**src/rtl/seq_divider.sv**
```systemverilog
// Iterative restoring divider: one quotient bit per clock, start/busy/done handshake.
// Optional signed division is enabled by defining DIV_SIGNED_EN.
module seq_divider #(
  parameter int unsigned WIDTH = 32
) (
  input  logic             clk,
  input  logic             rst_n,
  input  logic             start,
  input  logic             flush,
  input  logic             is_signed,
  input  logic [WIDTH-1:0] dividend,
  input  logic [WIDTH-1:0] divisor,
  output logic             busy,
  output logic             done,
  output logic             div_zero,
  output logic [WIDTH-1:0] quotient,
  output logic [WIDTH-1:0] remainder
);

  localparam int unsigned CW = $clog2(WIDTH) + 1;

  typedef enum logic [1:0] {IDLE, CALC, FIN} state_t;

  state_t           state, state_d;
  logic [CW-1:0]    cnt;
  logic [WIDTH-1:0] rem_r, quo_r, dvs_r;
  logic             dz_r;
  logic             accept, dvs_zero;
  logic [WIDTH-1:0] dvd_mag, dvs_mag;
  logic [WIDTH:0]   shifted, trial;
  logic             ge;
  logic [WIDTH-1:0] rem_next, quo_next;
  logic [WIDTH-1:0] quo_final, rem_final;

`ifdef DIV_SIGNED_EN
  logic sdvd, sdvs;
  logic neg_q_r, neg_r_r;

  // Magnitudes at start; signs reapplied in FIN so latency is unchanged.
  assign sdvd      = is_signed & dividend[WIDTH-1];
  assign sdvs      = is_signed & divisor[WIDTH-1];
  assign dvd_mag   = sdvd ? WIDTH'(-dividend) : dividend;
  assign dvs_mag   = sdvs ? WIDTH'(-divisor) : divisor;
  assign quo_final = neg_q_r ? WIDTH'(-quo_r) : quo_r;
  assign rem_final = neg_r_r ? WIDTH'(-rem_r) : rem_r;
`else
  logic unused_is_signed;

  assign unused_is_signed = is_signed;
  assign dvd_mag          = dividend;
  assign dvs_mag          = divisor;
  assign quo_final        = quo_r;
  assign rem_final        = rem_r;
`endif

  assign dvs_zero = (divisor == '0);

  // Trial subtraction; a set top bit of the shifted remainder always exceeds the divisor.
  assign shifted  = {rem_r, quo_r[WIDTH-1]};
  assign trial    = shifted - {1'b0, dvs_r};
  assign ge       = shifted[WIDTH] | ~trial[WIDTH];
  assign rem_next = ge ? trial[WIDTH-1:0] : shifted[WIDTH-1:0];
  assign quo_next = {quo_r[WIDTH-2:0], ge};

  always_comb begin
    state_d = state;
    accept  = 1'b0;
    case (state)
      IDLE: begin
        if (start && !flush) begin
          accept  = 1'b1;
          state_d = dvs_zero ? FIN : CALC;
        end
      end
      CALC: begin
        if (flush)                  state_d = IDLE;
        else if (cnt == CW'(1))     state_d = FIN;
      end
      FIN:     state_d = IDLE;
      default: state_d = IDLE;
    endcase
  end

  always_ff @(posedge clk) begin
    if (!rst_n) begin
      state <= IDLE;
    end else begin
      state <= state_d;
    end
  end

  // Datapath and registered outputs.
  always_ff @(posedge clk) begin
    if (!rst_n) begin
      cnt       <= '0;
      rem_r     <= '0;
      quo_r     <= '0;
      dvs_r     <= '0;
      dz_r      <= 1'b0;
      busy      <= 1'b0;
      done      <= 1'b0;
      div_zero  <= 1'b0;
      quotient  <= '0;
      remainder <= '0;
`ifdef DIV_SIGNED_EN
      neg_q_r   <= 1'b0;
      neg_r_r   <= 1'b0;
`endif
    end else begin
      done <= 1'b0;
      case (state)
        IDLE: begin
          if (accept) begin
            busy  <= 1'b1;
            rem_r <= '0;
            dvs_r <= dvs_mag;
            dz_r  <= dvs_zero;
            quo_r <= dvs_zero ? dividend : dvd_mag;
            cnt   <= dvs_zero ? '0 : CW'(WIDTH);
`ifdef DIV_SIGNED_EN
            neg_q_r <= ~dvs_zero & (sdvd ^ sdvs);
            neg_r_r <= ~dvs_zero & sdvd;
`endif
          end
        end
        CALC: begin
          if (flush) begin
            busy <= 1'b0;
            cnt  <= '0;
          end else begin
            rem_r <= rem_next;
            quo_r <= quo_next;
            cnt   <= cnt - CW'(1);
          end
        end
        FIN: begin
          busy <= 1'b0;
          if (!flush) begin
            done      <= 1'b1;
            div_zero  <= dz_r;
            quotient  <= dz_r ? '1 : quo_final;
            remainder <= dz_r ? quo_r : rem_final;
          end
        end
        default: busy <= 1'b0;
      endcase
    end
  end

endmodule

```
**config.mk**
```make
export PLATFORM = sky130hd
export DESIGN_NAME = seq_divider
export DESIGN_NICKNAME = d
export VERILOG_FILES = /design/src/rtl/seq_divider.sv
export SDC_FILE = /design/constraint.sdc
export NUM_CORES = 1
export LEC_CHECK = 0
export BUFFER_PORTS_ARGS = -buffer_cell sky130_fd_sc_hd__clkbuf_2
export CAP_MARGIN = 20
export CORE_MARGIN = 2
export CORE_UTILIZATION = 55
export CTS_BUF_LIST = sky130_fd_sc_hd__clkbuf_8
export CTS_CLUSTER_SIZE = 10
export DETAILED_ROUTE_END_ITERATION = 8
export GPL_TIMING_DRIVEN = 0
export PLACE_DENSITY = 0.88
export SYNTH_ARGS = -nofsm -noshare
export SYNTH_HDL_FRONTEND = slang
export SYNTH_SLANG_ARGS = --single-unit
export TNS_END_PERCENT = 10
```
**constraint.sdc**
```tcl
create_clock -name clk -period 4.7 [get_ports clk]
set_clock_uncertainty 0.15 [all_clocks]
set_input_delay 0 -clock clk [delete_from_list [all_inputs] [get_ports clk]]
set_output_delay 0 -clock clk [all_outputs]
set_load 0.005 [all_outputs]
```
==> impl_metrics.toml <==
[outcome]
status = "completed"

[timing]
setup_viol = 0
maxSlewViolCount = 0
fin_crit_sh_pct = 72.8
hold_viol_final = 0
fmax_ghz = 0.292
max-slew-margin-rel_pct = 45.6
tns_ps = 0
tightest_slew_ps = 816
rsz0062_at_grt = "no"
period_needed_ps = 3420

[finish]
multi_input_area_sq_mm = 0.00503
layout-drive-gt1-share_pct = 13.7
num_antenna_cells = 0
finalNetCount = 1389
n_fill_cell = 1221
layout.cells.most_common = "nand2_1"
final_cell_mix = "nand2_1, dfxtp_1, clkbuf_2"
regArea_sq_mm = 0.00344
area_growth_pct = 22.9
finalNonFillerCells = 1514

[setup_path]
cp_slowest_stage_delay_ps = 520
ff2ff_setup_slack_ps = 1280
crit_path_end_kind = "flop"
critPathBufInv = 4
cpLargestDelayFamily = "compound AO/OA/AOI/OAI gates"
timing.rr.start = "quo_final[31]$_SDFFE_PN0P_"
slowest_stage = "dfxtp_1"
critPathArrivalTime_ps = 3610
crit_chain = "inv_1 -> ha_1 -> inv_1 -> fa_1 -> a211oi_1 -> o21a_1 -> a32o_1 -> a211oi_2 -> a21oi_2 -> o31ai_4 -> buf_6 -> buf_6 -> nor2_1 -> a21oi_1 -> o21ai_0"
ff2ff_path_depth = 15
cp_data_required_time_ps = 4890
startpoint_type = "flop"
r2r_end = "rem_final[31]$_SDFFE_PN0P_"
cp_max_fo = 10
path_class = "flop to flop"

[global_routing]
grt_pass1_wl_microns = 39900
grtUsageTotal_pct = 28.0
grt_pass1_vias = 8242
grt_start_max_net_pins = 17
grt_overflow = 0
grt_antenna_before_repair = 0

[power]
power_mw = 3.32
cellPowerDensity_mw_per_mm2 = 302
ir_worst_vdd_uv = 199
p_leak_nw = 5.22

[place]
post-dp-hpwl_microns = 17700
port_buffers = 133
gp_congestion = 0.901
dpl.cell_count = 1412

[synth]
synth.yosys.seq_area_share_pct = 38.5
synth_top_family_by_area = "compound AO/OA/AOI/OAI gates"
synth_fa_ha_area_share_pct = 4.98
synth-simple-area-share_pct = 19.2
syn-cell-area_sq_mm = 0.00895
synth_edf_count = 0
synth-main-ff-cell = "dfxtp_1"
synthesis.instances = 1063
yosysWarnings = 0
ys_types = 52
yosys_register_bits = 172
synth.area.mux_share_pct = 8.61
synth_compound_area_share_pct = 20.6
synthArstFlopShare_pct = 0
yosys.area_share.xor_xnor_pct = 2.84
syn-num-nets = 1167
synth.avg_cell_area_sq_um = 8.42

[routing]
wl_per_cell_microns = 16.1
drtAntennaViolNets = 0
drt_wl_total_microns = 24400
via_count = 8568
drcViolationCount = 0
viasPerCell = 5.66
firstDrtPassIters = 6
detail_route.iter0.violations = 631

[die]
die_w_microns = 132
start_util_pct = 56.4
dieHeight_microns = 132
die_area_sq_mm = 0.0173
rows = 46
core-area_sq_mm = 0.0159
boundaryPins = 136

[clock_tree]
insertion_delay_ps = 480
cts_buffers = 17
cts_tree = "yes"
cts-resized-gates = 0
htreeDepth = 4
clock_sinks = 172
cts_max_path_buffers = 2
cts-root-buf = "clkbuf_8"
cts_setup_buffers = 0
cts.clk_slew.worst_paths_ps = 90

[hold_path]
hold_path_class = "input port to flop"
holdPathStages = 3
hold_end = "dvs_r[21]$_SDFFE_PN0P_"
worstHoldStart = "rst_n"

[flow_run]
timing.max_cap.violations = 0
[report_power, final]
group	internal, mW	switching (mW)	leakage, nW
registers	1.50	0.0503	1.40
logic	0.308	0.354	3.61
clock network	0.542	0.564	0.211
[cell type report]
cell class	instances	share of cell area, %
flip-flops and latches	172	31.3
multi-input cells	774	45.8
repair buffers	203	12.4
plain buffers	74	2.84
clock buffers	18	2.25
well taps	216	2.46
clock inverters	14	1.52
inverters	43	1.47
[Yosys cell counts (3+ instances only)]
library cell,instances,area (sq um)
a211oi_1,3,22.5
a21boi_0,35,263
a21o_1,13,97.6
a21oi_1,44,220
a22oi_1,4,30.0
a31oi_1,3,18.8
and2_1,4,25.0
buf_1,10,37.5
buf_6,4,45.0
clkbuf_1,58,218
dfxtp_1,172,3440
ha_1,34,425
inv_1,43,161
mux2i_1,77,771
nand2_1,185,694
nand2b_1,8,50.1
nand3_1,6,30.0
nand4_1,11,68.8
nor2_1,68,255
nor2b_1,7,43.8
nor3_1,40,200
nor3b_1,33,248
nor4_1,8,50.1
o211a_1,63,631
o211ai_1,4,30.0
o21a_1,7,52.6
o21ai_0,56,280
o21ai_1,4,20.0
o21bai_1,4,30.0
or2_2,3,18.8
xnor2_1,14,123
xor2_1,15,131
[tightest hold or removal path, stage by stage]
cell,delay (ps)
clkbuf_1,220
clkbuf_1,260
a21boi_0,160
[state kept, by name (all words and copies together) (netlist names)]
register	count
dz_r	1
dvs_r	32
busy	1
done	1
quotient	32
remainder	32
cnt	6
state	2
quo_final	32
rem_final	32
div_zero	1
[how the worst max path moves through the flow]
stage | startpoint | endpoint | slack (ps) | depth (start not counted)
CTS | quo_final[31]$_SDFFE_PN0P_ | rem_final[31]$_SDFFE_PN0P_ | 1320 | 15
finish | quo_final[31]$_SDFFE_PN0P_ | rem_final[31]$_SDFFE_PN0P_ | 1280 | 15
detailed placement | quo_final[31]$_SDFFE_PN0P_ | rem_final[31]$_SDFFE_PN0P_ | 1340 | 15
global placement | quo_final[31]$_SDFFE_PN0P_ | rem_final[26]$_SDFFE_PN0P_ | 1360 | 14
global route | quo_final[31]$_SDFFE_PN0P_ | rem_final[31]$_SDFFE_PN0P_ | 1120 | 15
floorplan | quo_final[31]$_SDFFE_PN0P_ | rem_final[26]$_SDFFE_PN0P_ | 1850 | 14
[kinds of logic (layout without fill, tap and decap cells)]
family,after synthesis,in the layout
AOI/OAI and AO/OA,255,255
xor gates and xnor gates,29,29
adders and majority gates,35,35
buffers and inverters,117,352
DFF,172,172
muxes,77,77
and+or+nand+nor,378,378
[metal layers]
layer	track usage [%]	up-vias	part of all wire, %
met4	12.9	0	2.9
met2	46.3	394	47
met3	4.28	57	6.4
met1	35.9	3955	44
li1	-	4162	-
met5	0	-	0
[stage by stage]
stage	worst slack [ps]	hold slack (ps)	util, %	cell area (sq um)
floorplan	1850	-5.09	-	8950
global placement	1360	102	62.2	9890
detailed placement	1340	107	62.2	9890
CTS	1320	37.5	69.3	11000
global route	1120	90.3	69.3	11000
finish	1280	53.1	69.3	11000
[what timing repair did]
item	4_1_cts	5_1_grt
hold buffers	70	0
endpoints found under the setup margin	0	0
endpoints found under the hold margin	73	0
Note: power is estimated with default switching activity, not from simulation.
